`config.mk`:
```
export PLATFORM = sky130hd
export DESIGN_NAME = microprocessor_core
export DESIGN_NICKNAME = d
export VERILOG_FILES = /design/src/rtl/microprocessor_core.sv
export SDC_FILE = /design/constraint.sdc
export NUM_CORES = 1
export LEC_CHECK = 0
export BUFFER_PORTS_ARGS = -buffer_cell sky130_fd_sc_hd__buf_2
export CAP_MARGIN = 20
export CORE_ASPECT_RATIO = 1.4
export CORE_MARGIN = 2
export CORE_UTILIZATION = 38
export CTS_BUF_LIST = sky130_fd_sc_hd__clkbuf_16
export CTS_CLUSTER_DIAMETER = 80
export DETAILED_ROUTE_END_ITERATION = 8
export PLACE_DENSITY = 0.89
export SLEW_MARGIN = 15
export SYNTH_ARGS = -nofsm -noshare
export SYNTH_HDL_FRONTEND = slang
export SYNTH_SLANG_ARGS = --single-unit
```
`constraint.sdc`:
```
create_clock -name clk -period 2.15 [get_ports clk]
set_clock_uncertainty 0.05 [all_clocks]
set_input_delay 0.43 -clock clk [delete_from_list [all_inputs] [get_ports clk]]
set_output_delay 0.43 -clock clk [all_outputs]
set_load 0.02 [all_outputs]
```
`src/rtl/microprocessor_core.sv`:
```
// -----------------------------------------------------------------------------
// microprocessor_core
//
// 4-bit accumulator-style processor: program sequencer, 256x8 program ROM,
// instruction decoder and computational unit (x0, x1, y0, y1, r, m, i, o_reg,
// 16x4 data memory, zero flag). All architectural state is exported as debug
// ports so a lab bench can signature-check every cycle.
//
// Parameters
//   PM_INIT_FILE  name of the program ROM image; the ROM array is filled by
//                 the surrounding environment
//
// Ports
//   clk         in   1  rising-edge clock
//   reset       in   1  synchronous, active-low reset (0 = reset)
//   i_pins      in   4  external input port
//   o_reg       out  4  output register
//   pm_address  out  8  next PC / ROM address (combinational)
//   pm_data     out  8  ROM output, equals rom[pc]
//   pc          out  8  program counter
//   ir          out  8  instruction executing this cycle
//   x0,x1,y0,y1 out  4  ALU operand registers
//   r           out  4  ALU result register
//   m           out  4  index increment register
//   i           out  4  data-memory index register
//   zero_flag   out  1  last ALU result was zero
//   from_PS/ID/CU out 8 reserved debug buses, tied to zero
//
// Instruction set (ir)
//   0ddd_nnnn  load immediate     dst <= nnnn
//   10dd_dsss  move               dst <= src (dst == src: dst <= i_pins)
//   110x_yfff  ALU                r <= f(X,Y), zero_flag <= (result == 0)
//   1110_aaaa  jump               pc <= {pc[7:4], aaaa}
//   1111_aaaa  jump if not zero   taken only when zero_flag == 0
//   Every jump has one delay slot: the next sequential instruction executes.
// -----------------------------------------------------------------------------
module microprocessor_core #(
  parameter string PM_INIT_FILE = "program_memory.hex"
) (
  input  logic       clk,
  input  logic       reset,
  input  logic [3:0] i_pins,
  output logic [3:0] o_reg,
  output logic [7:0] pm_address,
  output logic [7:0] pm_data,
  output logic [7:0] pc,
  output logic [7:0] ir,
  output logic [3:0] x0,
  output logic [3:0] x1,
  output logic [3:0] y0,
  output logic [3:0] y1,
  output logic [3:0] r,
  output logic [3:0] m,
  output logic [3:0] i,
  output logic       zero_flag,
  output logic [7:0] from_PS,
  output logic [7:0] from_ID,
  output logic [7:0] from_CU
);

  // Register operand codes shared by load/move destinations and move sources.
  // Code 4 is o_reg as a destination but r as a source.
  typedef enum logic [2:0] {
    REG_X0    = 3'd0,
    REG_X1    = 3'd1,
    REG_Y0    = 3'd2,
    REG_Y1    = 3'd3,
    REG_OUT_R = 3'd4,
    REG_M     = 3'd5,
    REG_I     = 3'd6,
    REG_DM    = 3'd7
  } reg_code_e;

  typedef enum logic [2:0] {
    ALU_NEG   = 3'd0,
    ALU_SUB   = 3'd1,
    ALU_ADD   = 3'd2,
    ALU_MULHI = 3'd3,
    ALU_MULLO = 3'd4,
    ALU_XOR   = 3'd5,
    ALU_AND   = 3'd6,
    ALU_NOT   = 3'd7
  } alu_op_e;

  // ---------------------------------------------------------------------------
  // Program ROM
  // ---------------------------------------------------------------------------
  logic [7:0] rom [256];

  // ---------------------------------------------------------------------------
  // State
  // ---------------------------------------------------------------------------
  logic [7:0] pc_q, pc_d;
  logic [7:0] ir_q;
  logic [7:0] pm_data_q;
  logic [3:0] x0_q, x0_d;
  logic [3:0] x1_q, x1_d;
  logic [3:0] y0_q, y0_d;
  logic [3:0] y1_q, y1_d;
  logic [3:0] r_q, r_d;
  logic [3:0] m_q, m_d;
  logic [3:0] i_q, i_d;
  logic [3:0] o_q, o_d;
  logic       zf_q, zf_d;
  logic [3:0] dm_q [16];

  // ---------------------------------------------------------------------------
  // Decode
  // ---------------------------------------------------------------------------
  logic      is_load, is_move, is_alu, is_jump, jump_taken;
  reg_code_e dst, src;

  always_comb begin
    is_load    = ~ir_q[7];
    is_move    = (ir_q[7:6] == 2'b10);
    is_alu     = (ir_q[7:5] == 3'b110);
    is_jump    = (ir_q[7:5] == 3'b111);
    // ir[4] distinguishes jnz from the unconditional jump.
    jump_taken = is_jump && (~ir_q[4] || ~zf_q);
    dst        = reg_code_e'(is_load ? ir_q[6:4] : ir_q[5:3]);
    src        = reg_code_e'(ir_q[2:0]);
  end

  // ---------------------------------------------------------------------------
  // Sequencer: next address drives both the PC and the registered ROM read,
  // so pm_data always shows rom[pc].
  // ---------------------------------------------------------------------------
  always_comb begin
    if (!reset)          pc_d = 8'h00;
    else if (jump_taken) pc_d = {pc_q[7:4], ir_q[3:0]};
    else                 pc_d = pc_q + 8'd1;
  end

  // ---------------------------------------------------------------------------
  // Move source selection
  // ---------------------------------------------------------------------------
  logic [3:0] src_val;

  always_comb begin
    src_val = 4'd0;
    case (src)
      REG_X0:    src_val = x0_q;
      REG_X1:    src_val = x1_q;
      REG_Y0:    src_val = y0_q;
      REG_Y1:    src_val = y1_q;
      REG_OUT_R: src_val = r_q;
      REG_M:     src_val = m_q;
      REG_I:     src_val = i_q;
      REG_DM:    src_val = dm_q[i_q];
      default:   src_val = 4'd0;
    endcase
  end

  // ---------------------------------------------------------------------------
  // ALU
  // ---------------------------------------------------------------------------
  logic [3:0] alu_x, alu_y, alu_res;
  logic [7:0] product;

  always_comb begin
    alu_x   = ir_q[4] ? x1_q : x0_q;
    alu_y   = ir_q[3] ? y1_q : y0_q;
    product = {4'd0, alu_x} * {4'd0, alu_y};
    alu_res = 4'd0;
    case (alu_op_e'(ir_q[2:0]))
      ALU_NEG:   alu_res = 4'd0 - alu_x;
      ALU_SUB:   alu_res = alu_x - alu_y;
      ALU_ADD:   alu_res = alu_x + alu_y;
      ALU_MULHI: alu_res = product[7:4];
      ALU_MULLO: alu_res = product[3:0];
      ALU_XOR:   alu_res = alu_x ^ alu_y;
      ALU_AND:   alu_res = alu_x & alu_y;
      ALU_NOT:   alu_res = ~alu_x;
      default:   alu_res = 4'd0;
    endcase
  end

  // ---------------------------------------------------------------------------
  // Register next-state
  // ---------------------------------------------------------------------------
  logic [3:0] wr_val;
  logic       dm_access;
  logic       dm_we;
  logic [3:0] dm_wdata;

  // NOTE: every signal assigned here gets a default at the top, so no path
  // leaves it unassigned and no latch is inferred.
  always_comb begin
    x0_d      = x0_q;
    x1_d      = x1_q;
    y0_d      = y0_q;
    y1_d      = y1_q;
    r_d       = r_q;
    m_d       = m_q;
    i_d       = i_q;
    o_d       = o_q;
    zf_d      = zf_q;
    wr_val    = 4'd0;
    dm_access = 1'b0;
    dm_we     = 1'b0;
    dm_wdata  = 4'd0;

    if (is_load || is_move) begin
      if (is_load)         wr_val = ir_q[3:0];
      else if (dst == src) wr_val = i_pins;
      else                 wr_val = src_val;

      // Any dm[i] access post-increments i; an explicit write to i below
      // overrides the increment.
      dm_access = (dst == REG_DM) || (is_move && (src == REG_DM));
      if (dm_access) i_d = i_q + m_q;

      case (dst)
        REG_X0:    x0_d = wr_val;
        REG_X1:    x1_d = wr_val;
        REG_Y0:    y0_d = wr_val;
        REG_Y1:    y1_d = wr_val;
        REG_OUT_R: o_d  = wr_val;
        REG_M:     m_d  = wr_val;
        REG_I:     i_d  = wr_val;
        REG_DM: begin
          dm_we    = 1'b1;
          dm_wdata = wr_val;
        end
        default: ;
      endcase
    end

    if (is_alu) begin
      r_d  = alu_res;
      zf_d = (alu_res == 4'd0);
    end
  end

  // ---------------------------------------------------------------------------
  // Sequential state
  // ---------------------------------------------------------------------------
  // NOTE: non-blocking assignments so every register samples the values from
  // before this edge, independent of statement order.
  always_ff @(posedge clk) begin
    if (!reset) begin
      pc_q <= 8'h00;
      ir_q <= 8'h00;
      x0_q <= 4'd0;
      x1_q <= 4'd0;
      y0_q <= 4'd0;
      y1_q <= 4'd0;
      r_q  <= 4'd0;
      m_q  <= 4'd0;
      i_q  <= 4'd0;
      o_q  <= 4'd0;
      zf_q <= 1'b0;
    end else begin
      pc_q <= pc_d;
      ir_q <= pm_data_q;
      x0_q <= x0_d;
      x1_q <= x1_d;
      y0_q <= y0_d;
      y1_q <= y1_d;
      r_q  <= r_d;
      m_q  <= m_d;
      i_q  <= i_d;
      o_q  <= o_d;
      zf_q <= zf_d;
    end
  end

  // NOTE: the ROM output register and the data memory carry no reset; they
  // map onto plain RAM/ROM blocks and dm keeps its contents across reset.
  always_ff @(posedge clk) begin
    pm_data_q <= rom[pc_d];
  end

  always_ff @(posedge clk) begin
    if (reset && dm_we) dm_q[i_q] <= dm_wdata;
  end

  // ---------------------------------------------------------------------------
  // Outputs
  // ---------------------------------------------------------------------------
  assign pm_address = pc_d;
  assign pm_data    = pm_data_q;
  assign pc         = pc_q;
  assign ir         = ir_q;
  assign x0         = x0_q;
  assign x1         = x1_q;
  assign y0         = y0_q;
  assign y1         = y1_q;
  assign r          = r_q;
  assign m          = m_q;
  assign i          = i_q;
  assign o_reg      = o_q;
  assign zero_flag  = zf_q;
  assign from_PS    = 8'h00;
  assign from_ID    = 8'h00;
  assign from_CU    = 8'h00;

endmodule

```
==> impl_results.md, run 1 <==
- Status: finished clean
- Pins Over Slew Limit: 0
- Power Dens Cells: roughly 730 nW/um^2
- Clk sinks: 8
- Remaining DRCs: 0
- Worst Path Max Fanout: 5
- Worst-path cell chain: nand3_1 -> nor3_1 -> mux2i_1 -> buf_2
- Share of cells above drive strength 1: between 15 and 20%
- Area fraction of the dominant cell type after synthesis: roughly 60%
- Flop-to-flop setup slack: 840 ps
- Max-cap violation count: 0
- Num CTS Buffers: 3
- First-pass GRT wire length: between 1.5 and 2 mm
- Hold crit path type: reg -> reg
- Commonest cells post-synth: buf_4, and2_1, dfxtp_1
- Post-synth cell types: 19
- RSZ-0062 raised after global routing: no
- Main synth FF type: dfxtp_1
- Final routed wire length divided by cell count: just under 8 um
- Hold EP: pc[0]
- Total negative setup slack: 0 ps
- Area contributors post-synth: buf_4, dfxtp_1, and2_1
- Number of synthesized register bits: 8
- Post-DP HPWL: 982.2 um
- Post-synth EDFFs: 0
- CTS tree: done
- Clock latency on the worst-skew pair: 230 ps
- Gr usage total: between 8 and 9%
- Overall routed net length: 1.217 mm
- Mean Syn Cell Area: just over 8 sq um
- Final Wtd Congestion: approximately 0.7
- Peak VDD IR: roughly 0.00054 V
- # port buffers: 17
- Kind of critical path: reg -> out
- Final period utilization: a little over nine tenths
- First drt pass iteration count: 2
- Reg with most FFs: pc
- Rows: 21
- Dominant cell type by area after synthesis: buf_4
- Pre-CTS setup slack: 232.6 ps
- GR Overflow Total: 0
- Worst hold start: pc[0]
- Synthesized netlist cell count: 116
- Yosys warns: 0
- Diode count: 0
- Starting Density: between 30 and 40%
- Vias in the first global route: 389
- Layout area overhead: -8.824%
- Reg-to-Reg End: pc[6]
- Fin crit period: a little over 2000 ps
- Cell with the most instances after synthesis: buf_4
- Synthesized area: 935.9 sq um
- Clock transition time at the flip-flop clock pins of the worst setup and hold paths: around 40 ps
- Tot Pwr: roughly 0.00062 W
- Register area: about 160 sq um
- Hold path depth: 1
- Critical path launch point type: flip-flop
- Crit path max-delay family: simple AND/OR/NAND/NOR gates
- Worst Path Buf+Inv: 1
- Final cell count without fillers: 157
- Seq/Total Area, Yosys: 17.11%
- Placed cell count: 154
- Vias: 550
- LEAKAGE: between 0.4 and 0.5 nW
- Crit path arrival time: 1580 ps
- CP endpoint kind: primary output
- Die width: between 40 and 50 um
- Die span in y: ~63 um
- Max reg flops: 8
- Final Util: a little over a third
- Post-DR vias/cell: 3.503
- Max Clk Rate: between 0.4 and 0.5 GHz
- Critical path's largest stage delay: around 400 ps
- Area of the multi-input gates: between 400 and 500 sq um
- Crit-path slowest cell: dfxtp_1
- Final net count: 143
- Root Driver: clkbuf_16
- Largest net degree at the start of global routing: 17
- Core Area: about 2400 sq um
- Worst Slack Setup Final: 94.27 ps
- Initial antenna violation count: 0
- Worst setup path startpoint: pc[3]
- Fill cells: 270
- R2r startpoint: pc[1]
- Area of the die: around 2900 sq um
- CTS Buffer Depth: 2
- Htree depth: 1
- I/O pins: between 90 and 100
- Biggest regs: pc: 8 flops
- R2r worst-path depth: 4
- WP data required: ~1700 ps
- Iteration-0 DRC Markers: 2
- Ys async rst share: 0%
- Hold Vio Cnt, Final: 0
- Final ANT Viol Nets: 0
- Final Setup Violations: 0
-- worst register-to-register path, cell delays in order, from the launching register on --
cell	delay [ps]
dfxtp_1	360
ha_2	220
nand2_1	80
or3_1	390
a21boi_1	140
-- cell families after synthesis --
kind of cell / after synthesis / share of synthesized area [%]
buf+inv: 75 / 59.36
simple gates: 20 / 12.57
flops: 8 / 17.11
compound gates: 6 / 4.278
xor+xnor: 3 / 2.808
mux: 2 / 2.139
fa+ha+maj: 1 / 1.337
other cells: 1 / 0.4007
-- placed cells by master (no fill, tap or decap), types with 2 or more instances in the layout --
cell type and n:
or3_1 2, nand2_1 3, dfxtp_1 7, mux2i_1 2, o21ai_0 2, nor2b_1 2, conb_1 73, nand3_1 2
buf_2 16, and2_1 8, xnor2_1 2, clkbuf_16 3, a21boi_1 3
-- power breakdown --
part | total (W) | switching (W) | internal (W) | leakage (nW)
Clock | 0.000312 | 0.0000724 | 0.000240 | 0.0370
Sequential | 0.000160 | 0.00000583 | 0.000154 | 0.0652
Combinational | 0.000152 | 0.000136 | 0.0000156 | 0.397
Total | 0.000624 | 0.000214 | 0.000410 | 0.499
-- what timing repair did --
action,CTS,global route
endpoints found under the setup margin,1,1
hold buffers,0,0
pin swaps,0,1
resized for setup,2,2
buffers inserted,0,0
-- worst max-delay path by stage --
stage / endpoint / slack [ps] / depth (start not counted)
floorplan: pm_address[6] / 140 / 4
CTS: pm_address[6] / 50 / 5
global placement: pm_address[6] / 260 / 5
finish: pm_address[7] / 90 / 4
global route: pm_address[6] / 8 / 5
detailed placement: pm_address[6] / 230 / 5
-- cell type report --
cell class | count | share of cell area [%]
Sequential cell | 8 | 18.91
Timing Repair Buffer | 17 | 10.26
Clock buffer | 3 | 8.798
Multi-Input combinational cell | 105 | 58.21
Tap cell | 23 | 3.372
Inverter | 1 | 0.4399
-- metrics by stage --
step | cell area, sq um | hold slack [ps]
floorplan | 1206 | 495.3
global placement | 768.2 | 432.0
detailed placement | 768.2 | 436.8
CTS | 847.1 | 409.6
global route | 853.3 | 443.9
finish | 853.3 | 402.7
-- routing by layer --
layer	global-route usage (%)	wire length [um]
met1	8.818	384
met2	12.67	598
met3	4.624	215
met4	3.214	19
met5	0	0
(Power assumes the default switching activity.)
==> inputs of run 2 (changes only) <==
PLACE_DENSITY = 0.91   (was 0.89)
clock period = 2.6 ns   (was 2.15 ns; I/O delays follow)
==> impl_results.md, run 2 (synthesized netlist as in run 1, its figures left out) <==
- Fin crit period: 2256 ps
- DR WL met3: 229 um (+6.5%)
- Area of the die: 2881 sq um (unchanged)
- Final Wtd Congestion: 0.7090 (about the same)
- Biggest regs: pc: 8 flops
- Vias in the first global route: 384 (-1.3%)
- Kind of critical path: reg -> out
- P_sw: 0.0001752 W (-18%)
- Logic pwr share: 24.5% (+0.2 points)
- Most frequent cells in the layout: conb_1, buf_2, and2_1, dfxtp_1, a21boi_1
- Wire length on met1: 410 um (+6.8%)
- Worst Slack Setup Final: 343.5 ps (+249.3 ps)
- Starting Density: 39.58% (unchanged)
- Core Area: 2365 sq um (unchanged)
- First-pass GRT wire length: 1.773 mm (+3.6%)
- Max Clk Rate: about 0.44 GHz
- First drt pass iteration count: 3 (+1)
- Pre-CTS setup slack: 589.0 ps (+356.4 ps)
- Most common cell after layout, fill and taps aside: conb_1
- Switching Share: 34.14% (-0.21 points)
- CTS tree: done
- Routed length on met2: 596 um (-0.33%)
- Area of the multi-input gates: 490.5 sq um (-1.3%)
- Final net count: 143 (unchanged)
- Remaining DRCs: 0 (unchanged)
- Clock transition time at the flip-flop clock pins of the worst setup and hold paths: 40 ps (about the same)
- Initial antenna violation count: 0 (unchanged)
- Final Setup Violations: 0 (unchanged)
- Final ANT Viol Nets: 0 (unchanged)
- Root Driver: clkbuf_16
- Internal power: 0.0003379 W (-18%)
- CP endpoint kind: primary output
- Iteration-0 DRC Markers: 2 (unchanged)
- Placed cell count: 154 (unchanged)
- Peak VDD IR: 0.0006844 V (+26%)
- Final cell count without fillers: 157 (unchanged)
- # hold bufs at CTS: 0 (unchanged)
- Status: finished clean
- Pins Over Slew Limit: 0 (unchanged)
- Worst Path Max Fanout: 5 (unchanged)
- Max-cap violation count: 0 (unchanged)
- Clk sinks: 8 (unchanged)
- RSZ-0062 raised after global routing: no
- Hold Vio Cnt, Final: 0 (unchanged)
- Critical path launch point type: flip-flop
- Post CTS Setup Buffer Count: 0 (unchanged)
- Max reg flops: 8 (unchanged)
- Register area: 160.2 sq um (-0.78%)
- Htree depth: 1 (unchanged)
- Vias: 548 (-0.36%)
- Final period utilization: about 87%
- Fill cells: 264 (-2.2%)
- Hold crit path type: reg -> reg
- Clk network pwr share: 49.7% (-0.3 points)
- Final routed wire length divided by cell count: 7.943 um (+2.5%)
- Power Dens Cells: 608.4 nW/um^2 (-17%)
- Total negative setup slack: 0 ps (unchanged)
- Post_cts resized: 0 (-2)
- CTS Buffer Depth: 2 (unchanged)
- Diode count: 0 (unchanged)
- LEAKAGE: 0.5015 nW (+0.43%)
- Clock latency on the worst-skew pair: 230 ps (about the same)
- Die span in y: 62.72 um (unchanged)
- Num CTS Buffers: 3 (unchanged)
- I/O pins: 95 (unchanged)
- Post-DR vias/cell: 3.490 (-0.36%)
- WP data required: 2030 ps (+360 ps)
- Reg with most FFs: pc
- Tot Pwr: 0.0005131 W (-18%)
- GR Overflow Total: 0 (unchanged)
- Layout area overhead: -9.893%
- Share of cells above drive strength 1: 15.67% (-2.2 points)
- Highest routed layer: met4
- Largest net degree at the start of global routing: 17 (unchanged)
- # port buffers: 17 (unchanged)
- Overall routed net length: 1.247 mm (+2.5%)
- Crit path arrival time: 1690 ps (+110 ps)
- Rows: 21 (unchanged)
- Die width: 45.94 um (unchanged)
- Gr usage total: 8.434% (+0.28 points)
- Final Util: 35.66% (-0.42 points)
- Sequential share of power: 25.8% (about the same)
- Post-DP HPWL: 1.025 mm (+4.3%)
[run 2: final timing paths]
kind / from / slack (ps) / cells after the start / to
worst min-delay path: pc[0] / 450 / 1 / pc[0]
worst min register to register: pc[0] / 450 / 1 / pc[0]
worst max register to register: pc[0] / 1210 / 4 / pc[6]
worst max-delay path: pc[0] / 340 / 5 / pm_address[6]
[run 2: per-stage QoR]
| stage | hold slack [ps] | instance area [sq um] |
|---|---|---|
| after detailed placement | 437.7 | 768.2 |
| after global placement | 429.9 | 768.2 |
| after CTS | 447.2 | 843.3 |
| after floorplan | 495.3 | 1206 |
| after global routing | 483.3 | 843.3 |
| final | 447.5 | 843.3 |
[run 2: final cells by class]
type,instances,share of cell area (%)
clock buffers,3,8.902
inverters,1,0.4451
multi-input cells,105,58.16
flip-flops and latches,8,18.99
well taps,23,3.412
repair buffers,17,10.09
[run 2: power groups by stage]
stage	Clock, W	Sequential (W)	Combinational, W
floorplan	0	0.000138	0.000192
global placement	0	0.000134	0.000122
detailed placement	0	0.000134	0.000123
CTS	0.000258	0.000132	0.000124
global route	0.000267	0.000133	0.000136
finish	0.000255	0.000132	0.000126
[run 2: routing by layer]
| metal | up-vias | global-route usage, % |
|---|---|---|
| li1 | 253 | - |
| met1 | 232 | 8.995 |
| met2 | 61 | 13.37 |
| met3 | 2 | 5.491 |
| met4 | 0 | 2.143 |
| met5 | - | 0 |
[run 2: worst max-delay path: stages (launching register included)]
cell and delay (ps):
dfxtp_1 410, ha_1 250, nand2_1 90, or3_1 370
a21boi_1 160, buf_2 180
==> inputs of run 3 (changes only) <==
PLACE_DENSITY = 0.85   (was 0.91)
==> impl_results.md, run 3 (synthesized netlist as in run 1, its figures left out) <==
- Status: finished clean
- Iteration-0 DRC Markers: 8 (+6)
- Hold path depth: 1 (unchanged)
- Hold EP: pc[0]
- I/O pins: 95 (unchanged)
- Reg-to-Reg End: pc[6]
- Clk sinks: 8 (unchanged)
- R2r startpoint: pc[0]
- RSZ-0062 raised after global routing: no
- Post-DP HPWL: 1.025 mm (about the same)
- Post_cts resized: 0 (unchanged)
- Largest net degree at the start of global routing: 17 (unchanged)
- Most common cell after layout, fill and taps aside: conb_1
- Rows: 21 (unchanged)
- Share of cells above drive strength 1: 15.67% (unchanged)
- Initial antenna violation count: 0 (unchanged)
- Crit-path slowest cell: dfxtp_1
- Hold crit path type: reg -> reg
- Starting Density: 39.58% (unchanged)
- Hold Vio Cnt, Final: 0 (unchanged)
- Core Area: 2365 sq um (unchanged)
- Critical path launch point type: flip-flop
- Fill cells: 272 (+3.0%)
- R2r worst-path depth: 4 (unchanged)
- Remaining DRCs: 0 (unchanged)
- Crit path arrival time: 1650 ps (-40 ps)
- Fin crit period: 2217 ps (-39.46 ps)
- Root Driver: clkbuf_16
- Final routed wire length divided by cell count: 7.611 um (-4.2%)
- Die width: 45.94 um (unchanged)
- Layout area overhead: -9.893% (unchanged)
- Fin area: 843.3 sq um (unchanged)
- Overall routed net length: 1.195 mm (-4.2%)
- Final ANT Viol Nets: 0 (unchanged)
- Peak VDD IR: 0.0004087 V (-40%)
- Clock latency on the worst-skew pair: 230 ps (about the same)
- Vias: 547 (-0.18%)
- Diode count: 0 (unchanged)
- Critical path's largest stage delay: 400 ps (about the same)
- Gr usage total: 7.612% (-0.82 points)
- CP endpoint kind: primary output
- Flop-to-flop setup slack: 1250 ps (+40 ps)
- Post-DP Area: 768.2 sq um (unchanged)
- Kind of critical path: reg -> out
- Final period utilization: 85.27% (-1.5 points)
- Worst-path cell chain: ha_1 -> nand2_1 -> or3_1 -> a21boi_1 -> buf_2
- Worst Path Max Fanout: 5 (unchanged)
- Area of the die: 2881 sq um (unchanged)
- Max reg flops: 8 (unchanged)
- Clock transition time at the flip-flop clock pins of the worst setup and hold paths: 30 ps (about the same)
- Max Clk Rate: 0.4511 GHz (+1.8%)
- CTS tree: done
- Reg with most FFs: pc
- First-pass GRT wire length: 1.566 mm (-12%)
- Post CTS Setup Buffer Count: 0 (unchanged)
- # port buffers: 17 (unchanged)
- Worst hold start: pc[0]
- Max-cap violation count: 0 (unchanged)
- Vias in the first global route: 365 (-4.9%)
- Biggest regs: pc: 8 flops
- Post-DR vias/cell: 3.484 (-0.18%)
- GR Overflow Total: 0 (unchanged)
- Final Wtd Congestion: 0.7166 (+1.1%)
- Most frequent cells in the layout: conb_1, buf_2, and2_1, dfxtp_1, a21boi_1
- CTS Buffer Depth: 2 (unchanged)
- # hold bufs at CTS: 0 (unchanged)
- Num CTS Buffers: 3 (unchanged)
- Pins Over Slew Limit: 0 (unchanged)
- Final Setup Violations: 0 (unchanged)
- First drt pass iteration count: 4 (+1)
- Htree depth: 1 (unchanged)
- Total negative setup slack: 0 ps (unchanged)
- Power Dens Cells: 608.8 nW/um^2 (about the same)
- Final net count: 143 (unchanged)
- LEAKAGE: 0.5015 nW (unchanged)
- Die span in y: 62.72 um (unchanged)
- WP data required: 2030 ps (about the same)
## run 3: cell counts in the layout (fill, tap and decap cells not counted)
No cell type changed its count.
## run 3: area by class of cell
| type | instances | area (sq um) | area share (%) |
|---|---|---|---|
| clock buffer | 3 | 75.07 | 8.902 |
| inverter | 1 | 3.754 | 0.4451 |
| multi-input combinational | 105 | 490.5 | 58.16 |
| sequential | 8 | 160.2 | 18.99 |
| tap | 23 | 28.78 | 3.412 |
| timing repair buffer | 17 | 85.08 | 10.09 |
## run 3: worst max path at each step
stage | start | to | slack (ps) | cells past startpoint
detailed placement | pc[0] | pm_address[6] | 610 | 5
global placement | pc[0] | pm_address[6] | 630 | 5
finish | pc[0] | pm_address[6] | 380 | 5
floorplan | pc[0] | pm_address[6] | 500 | 4
global route | pc[0] | pm_address[6] | 280 | 5
CTS | pc[0] | pm_address[6] | 350 | 5
## run 3: power by group
part	switching, W	total [W]	internal [W]	leakage (nW)
Clock	0.0000580	0.000256	0.000198	0.0370
Combinational	0.000113	0.000125	0.0000125	0.399
Sequential	0.00000451	0.000132	0.000127	0.0651
## run 3: metrics by stage
step / util, % / total power [W] / setup slack (ps) / instances / hold WS [ps]
final: 35.66 / 0.0005134 / 383.0 / 157 / 438.2
after global routing: 35.66 / 0.0005382 / 275.5 / 157 / 474.3
after detailed placement: 32.49 / 0.0002572 / 608.0 / 154 / 437.7
after global placement: 32.49 / 0.0002563 / 633.9 / 154 / 429.4
after floorplan: - / 0.0003304 / 496.0 / 188 / 495.3
after CTS: 35.66 / 0.0005192 / 351.3 / 157 / 446.5
## run 3: metal layers
metal | part of all wire, % | global-route usage [%] | wire length, um
met2 | 52 | 12.33 | 617
met1 | 31 | 7.420 | 372
met3 | 16 | 2.890 | 196
met4 | 0.75 | 5.357 | 9
met5 | 0 | 0 | 0
## run 3: critical path: cells and delay by family, from the launching register on
| kind | cells | cell delay [ps] |
|---|---|---|
| buffers and inverters | 1 | 180 |
| AOI/OAI and AO/OA | 1 | 150 |
| adders and majority gates | 1 | 230 |
| and+or+nand+nor | 2 | 470 |
| DFF | 1 | 400 |
